[config.mk]
export PLATFORM = sky130hd
export DESIGN_NAME = leaf_stream_sender
export DESIGN_NICKNAME = d
export VERILOG_FILES = /design/src/rtl/leaf_pkg.sv /design/src/rtl/leaf_credit_counter.sv /design/src/rtl/leaf_stream_sender.sv
export SDC_FILE = /design/constraint.sdc
export NUM_CORES = 1
export LEC_CHECK = 0
export ABC_AREA = 1
export CAP_MARGIN = 10
export CORE_ASPECT_RATIO = 1.4
export CORE_MARGIN = 2
export CORE_UTILIZATION = 50
export CTS_BUF_LIST = sky130_fd_sc_hd__clkbuf_4 sky130_fd_sc_hd__clkbuf_8
export DETAILED_ROUTE_END_ITERATION = 8
export PLACE_DENSITY = 0.87
export REMOVE_ABC_BUFFERS = 1
export SETUP_SLACK_MARGIN = 0.1
export SLEW_MARGIN = 15
export SYNTH_ARGS = -nofsm -noshare
export SYNTH_HDL_FRONTEND = slang
export SYNTH_SLANG_ARGS = --single-unit
[constraint.sdc]
create_clock -name clk -period 4.8 [get_ports clk]
set_clock_uncertainty 0.05 [all_clocks]
set_input_delay 0.48 -clock clk [delete_from_list [all_inputs] [get_ports clk]]
set_output_delay 0.48 -clock clk [all_outputs]
set_load 0.01 [all_outputs]
[src/rtl/leaf_pkg.sv]
// Shared leaf packet definitions: field widths, bit offsets, sender FSM states and
// pack/unpack helpers used by both the sender and the leaf interface side.
package leaf_pkg;

  localparam int unsigned PayloadBits = 32;
  localparam int unsigned NumAddrBits = 7;
  localparam int unsigned NumPortBits = 4;
  localparam int unsigned NumLeafBits = 5;
  localparam int unsigned PacketBits  = 1 + NumLeafBits + NumPortBits + NumAddrBits + PayloadBits;

  localparam int unsigned PayloadLsb = 0;
  localparam int unsigned AddrLsb    = PayloadLsb + PayloadBits;
  localparam int unsigned PortLsb    = AddrLsb + NumAddrBits;
  localparam int unsigned LeafLsb    = PortLsb + NumPortBits;
  localparam int unsigned ValidBit   = LeafLsb + NumLeafBits;

  typedef struct packed {
    logic                   valid;
    logic [NumLeafBits-1:0] leaf;
    logic [NumPortBits-1:0] port;
    logic [NumAddrBits-1:0] addr;
    logic [PayloadBits-1:0] payload;
  } leaf_pkt_t;

  typedef enum logic [1:0] {
    StIdle,
    StSend,
    StWaitCredit,
    StDone
  } sender_state_e;

  function automatic logic [PacketBits-1:0] pack_pkt(input leaf_pkt_t p);
    logic [PacketBits-1:0] w;
    w                                = '0;
    w[ValidBit]                      = p.valid;
    w[LeafLsb +: NumLeafBits]        = p.leaf;
    w[PortLsb +: NumPortBits]        = p.port;
    w[AddrLsb +: NumAddrBits]        = p.addr;
    w[PayloadLsb +: PayloadBits]     = p.payload;
    return w;
  endfunction

  function automatic leaf_pkt_t unpack_pkt(input logic [PacketBits-1:0] w);
    leaf_pkt_t p;
    p.valid   = w[ValidBit];
    p.leaf    = w[LeafLsb +: NumLeafBits];
    p.port    = w[PortLsb +: NumPortBits];
    p.addr    = w[AddrLsb +: NumAddrBits];
    p.payload = w[PayloadLsb +: PayloadBits];
    return p;
  endfunction

endpackage

[src/rtl/leaf_credit_counter.sv]
// Saturating credit counter for the destination buffer: decodes credit-return packets,
// charges one slot per accepted word and flags (sticky) any update beyond capacity.
module leaf_credit_counter
  import leaf_pkg::*;
#(
  parameter int unsigned AddrBits   = NumAddrBits,
  parameter int unsigned UpdateSize = 64,
  parameter int unsigned SelfLeaf   = 1,
  parameter int unsigned CreditPort = 0
) (
  input  logic                  clk_i,
  input  logic                  reset_i,
  input  logic [PacketBits-1:0] pkt_i,
  input  logic                  restart_i,
  input  logic                  accept_i,
  output logic [AddrBits:0]     credit_o,
  output logic [AddrBits:0]     credit_next_o,
  output logic                  credit_err_o
);

  localparam int unsigned      SumBits  = AddrBits + 2;
  localparam logic [SumBits-1:0] CapWide  = SumBits'(2 ** AddrBits);
  localparam logic [SumBits-1:0] Update   = SumBits'(UpdateSize);
  localparam logic [AddrBits:0]  Full     = (AddrBits + 1)'(2 ** AddrBits);

  leaf_pkt_t          pkt;
  logic               credit_in;
  logic               overflow;
  logic [SumBits-1:0] sum;
  logic [AddrBits:0]  credit_q, credit_d;
  logic               err_q, err_d;
  logic               unused_pkt_fields;

  assign pkt       = unpack_pkt(pkt_i);
  assign credit_in = pkt.valid && (pkt.leaf == NumLeafBits'(SelfLeaf)) &&
                     (pkt.port == NumPortBits'(CreditPort));
  assign unused_pkt_fields = ^{pkt.addr, pkt.payload};

  // Accept only happens with credit != 0, so the subtraction cannot wrap.
  always_comb begin
    sum      = {1'b0, credit_q} - SumBits'(accept_i) + (credit_in ? Update : '0);
    overflow = sum > CapWide;
    credit_d = credit_q;
    err_d    = err_q;
    if (restart_i) begin
      credit_d = Full;
    end else if (overflow) begin
      credit_d = Full;
      err_d    = 1'b1;
    end else begin
      credit_d = sum[AddrBits:0];
    end
  end

  always_ff @(posedge clk_i) begin
    if (reset_i) begin
      credit_q <= Full;
      err_q    <= 1'b0;
    end else begin
      credit_q <= credit_d;
      err_q    <= err_d;
    end
  end

  assign credit_o      = credit_q;
  assign credit_next_o = credit_d;
  assign credit_err_o  = err_q;

endmodule

[src/rtl/leaf_stream_sender.sv]
// Leaf packet transmitter: turns a vld/ack user stream into addressed BFT packets,
// throttled by credits returned from the destination leaf.
module leaf_stream_sender
  import leaf_pkg::*;
#(
  parameter int unsigned PACKET_BITS           = 49,
  parameter int unsigned PAYLOAD_BITS          = 32,
  parameter int unsigned NUM_LEAF_BITS         = 5,
  parameter int unsigned NUM_PORT_BITS         = 4,
  parameter int unsigned NUM_ADDR_BITS         = 7,
  parameter int unsigned FREESPACE_UPDATE_SIZE = 64,
  parameter int unsigned DEST_LEAF             = 2,
  parameter int unsigned DEST_PORT             = 1,
  parameter int unsigned SELF_LEAF             = 1,
  parameter int unsigned CREDIT_PORT           = 0
) (
  input  logic                    clk,
  input  logic                    reset,
  input  logic                    ap_start,
  input  logic [31:0]             len,
  input  logic [PAYLOAD_BITS-1:0] din_user,
  input  logic                    vld_user,
  output logic                    ack_user,
  input  logic [PACKET_BITS-1:0]  din_leaf_bft2sender,
  output logic [PACKET_BITS-1:0]  dout_sender2bft,
  input  logic                    resend,
  output logic                    done,
  output logic                    credit_err
);

  sender_state_e            state_q, state_d;
  logic [NUM_ADDR_BITS-1:0] wptr_q, wptr_d;
  logic [31:0]              rem_q, rem_d;
  logic [PACKET_BITS-1:0]   dout_q, dout_d;
  logic                     done_q;
  logic                     restart;
  logic                     accept;
  logic [NUM_ADDR_BITS:0]   credit;
  logic [NUM_ADDR_BITS:0]   credit_next;
  leaf_pkt_t                out_pkt;

  leaf_credit_counter #(
    .AddrBits   (NUM_ADDR_BITS),
    .UpdateSize (FREESPACE_UPDATE_SIZE),
    .SelfLeaf   (SELF_LEAF),
    .CreditPort (CREDIT_PORT)
  ) u_credit (
    .clk_i         (clk),
    .reset_i       (reset),
    .pkt_i         (din_leaf_bft2sender),
    .restart_i     (restart),
    .accept_i      (accept),
    .credit_o      (credit),
    .credit_next_o (credit_next),
    .credit_err_o  (credit_err)
  );

  assign ack_user = vld_user && (state_q == StSend) && (credit != '0) && !resend;
  assign accept   = ack_user;

  always_comb begin
    state_d = state_q;
    wptr_d  = wptr_q;
    rem_d   = rem_q;
    restart = 1'b0;
    unique case (state_q)
      StIdle, StDone: begin
        if (ap_start) begin
          restart = 1'b1;
          wptr_d  = '0;
          rem_d   = len;
          state_d = (len == '0) ? StDone : StSend;
        end
      end
      StSend: begin
        if (accept) begin
          rem_d  = rem_q - 32'd1;
          wptr_d = wptr_q + NUM_ADDR_BITS'(1);
          if (rem_d == '0) begin
            state_d = StDone;
          end else if (credit_next == '0) begin
            state_d = StWaitCredit;
          end
        end
      end
      StWaitCredit: begin
        if (credit_next != '0) begin
          state_d = StSend;
        end
      end
      default: state_d = StIdle;
    endcase
  end

  always_comb begin
    out_pkt.valid   = 1'b1;
    out_pkt.leaf    = NUM_LEAF_BITS'(DEST_LEAF);
    out_pkt.port    = NUM_PORT_BITS'(DEST_PORT);
    out_pkt.addr    = wptr_q;
    out_pkt.payload = din_user;
    dout_d          = accept ? pack_pkt(out_pkt) : '0;
  end

  always_ff @(posedge clk) begin
    if (reset) begin
      state_q <= StIdle;
      wptr_q  <= '0;
      rem_q   <= '0;
      dout_q  <= '0;
      done_q  <= 1'b0;
    end else begin
      state_q <= state_d;
      wptr_q  <= wptr_d;
      rem_q   <= rem_d;
      dout_q  <= dout_d;
      done_q  <= (state_d == StDone);
    end
  end

  assign dout_sender2bft = dout_q;
  assign done            = done_q;

endmodule

==> flow_summary.yaml <==
critical_path:
  critPathArrivalTime_ns: 3.85
  criticalPathCategory: "flip-flop to flip-flop"
  r2r-start: "state_q[0]"
  required_ns: 5.02
  crit_start: "state_q[0]"
  cp-start-kind: "flip-flop"
  cp-end-kind: "flip-flop"
  crit_fanout: 35
sta:
  rsz0062_at_grt: "false"
  slew_violations: 0
  fin_crit_sh_pct: 75.6
  tns_ns: 0
  hold_slack_ns: 0.417
  tightestPinTransition_ns: 0.966
  layout_setup_ws_ns: 1.17
  hold_viol: 0
  relSlewSlack_pct: 35.2
  max_freq_mhz: 275
  period_needed_ns: 3.63
  setup_viol: 0
clock_network:
  clock-sinks: 91
  cts_tree: "yes"
  postCtsSetupBuffers: 0
  cts_buffer_depth: 2
  clock_latency_ns: 0.38
  cts.clk_slew.worst_paths_ns: 0.10
  cts_buffers: 9
  htreeDepth: 3
  postCtsHoldBufs: 0
  cts_resized: 0
  cts-root-buf: "clkbuf_8"
logic_synthesis:
  synth_common_cells: "159 x nand2_1, 128 x nor2_1, 113 x inv_1, 91 x dfxtp_1, 42 x a21oi_1"
  ys_async_sr_fraction_pct: 0
  seq_area_frac_synth_pct: 36.4
  yosysTopAreaCell: "dfxtp_1"
  syn_area_mm2: 0.00501
  yosys_register_bits: 91
  ys_top_cells_by_area: "dfxtp_1 36%, nand2_1 12%, nor2_1 9.6%"
  syn_inst: 748
  synth_most_common_cell: "nand2_1"
  avgSynthCellArea_um2: 6.69
  synth_top_area_share_pct: 36.4
  ys_warn_count: 0
  ys.flop_type: "dfxtp_1"
  yosys.cell_types.count: 34
  synth_edf_count: 0
floorplanning:
  ios: 170
  start_util_pct: 50.9
  core_mm2: 0.00985
  die-height_um: 122
  rows: 43
  die_width_um: 88.6
  dieArea_mm2: 0.0108
place:
  dpl_worst_slack_ns: 1.26
  hpwl_mm: 9.97
  gp_congestion: 0.974
  place_area_mm2: 0.00631
  place_inst: 986
  port_buffers: 123
finish:
  n_fill_cell: 878
  syn_to_final_growth_pct: 30.1
  final_nets: 997
  multi_input_area_mm2: 0.00263
  drive_above_1_share_pct: 5.42
  stdcell_count: 1002
  stdcell_area_mm2: 0.00652
  seqCellArea_mm2: 0.00182
  antenna_cells: 0
  final_util_pct: 66.2
drt:
  drc: 0
  drt_wl_total_mm: 12.8
  viasPerCell: 5.08
  detail_route.wl_per_cell_um: 12.8
  dr.pass1.iters: 6
  drtIter0Drc: 351
  vias: 5095
  drtAntennaViolNets: 0
power:
  irDropWorstVdd_v: 0.000227
  leakage_nw: 2.86
  p_per_area_mw_per_mm2: 381
  power.total_mw: 2.48
outcome:
  status: "finished, final reports clean"
grt:
  antenna_found_initial: 0
  gr-total-overflow: 0
  grt_pass1_vias: 4700
  grt_pass1_wl_mm: 20.7
  grtUsageTotal_pct: 24.4
  grt_max_degree: 40
hold_path:
  worstHoldPathType: "flip-flop to flip-flop"
  hp-start: "wptr_q[6]"
job:
  drv_cap: 0
## path summary, 6_finish.rpt
| path | endpoint | slack [ns] | cells past startpoint |
|---|---|---|---|
| worst max-delay path | done | 1.17 | 23 |
| worst min-delay path | dout_sender2bft[38] | 0.42 | 2 |
| worst max register to register | done | 1.17 | 23 |
| worst min register to register | dout_sender2bft[38] | 0.42 | 2 |
## routing by layer
layer  vias up  share of wire, %  track usage (%)  wire length, um
li1       2609                 -                -                -
met1      2272                39             27.1             4990
met2       180                50             42.7             6470
met3        34               7.3             6.25              933
met4         0               3.3             11.5              426
met5         -                 0                0                0
## state kept, by name, summed over array words and instances (netlist names)
signal	cells
wptr_q	7
done	1
u_credit.credit_err_o	1
u_credit.credit_o	8
rem_q	32
state_q	2
dout_sender2bft	40
## layout make-up
class / count / share of cell area [%]
Multi-Input combinational cell: 517 / 40.3
Sequential cell: 91 / 28.0
Timing Repair Buffer: 127 / 19.4
Clock buffer: 9 / 1.90
Clock inverter: 7 / 1.21
Tap cell: 135 / 2.59
Inverter: 116 / 6.68
## power breakdown
| part | total (mW) | switching (mW) | leakage, nW | internal (mW) |
|---|---|---|---|---|
| Combinational | 1.09 | 0.701 | 2.01 | 0.393 |
| Clock | 0.523 | 0.316 | 0.102 | 0.207 |
| Sequential | 0.861 | 0.0488 | 0.741 | 0.812 |
| Total | 2.48 | 1.07 | 2.86 | 1.41 |
## cells in the final DEF (no fill, tap or decap), types with 10 or more instances in the layout
cell type	n
ha_1	17
nor4_1	10
o21ai_0	15
xor2_1	12
clkdlybuf4s50_1	123
nor2_1	128
a221oi_1	20
nand4_1	17
dfxtp_1	91
nand2_1	158
nand3_1	37
inv_1	112
a21oi_1	42
## worst max-delay path, stage by stage, from the launching register on
cell and delay, ns:
dfxtp_1 0.41, ha_1 0.17, buf_4 0.34, inv_2 0.06, nor3b_1 0.22, nand2_1 0.20
inv_1 0.16, ha_1 0.16, inv_1 0.06, ha_1 0.19, nand2_1 0.07, nand2_1 0.10
xor2_1 0.29, nand2_1 0.08, nor2_1 0.13, nand3_1 0.09, nand2_1 0.14, o211ai_1 0.13
nand3_1 0.15, nor2_1 0.06, nor2_1 0.09, nand2_1 0.06, nand2_1 0.07, nor2_1 0.05
## cells by family after synthesis
family / share of synthesized area (%)
simple gates: 33.6
buf+inv: 11.7
other cells: 0.0749
xor+xnor: 2.62
flops: 36.4
compound gates: 11.4
fa+ha+maj: 4.25
Note: power is estimated with default switching activity, not from simulation.
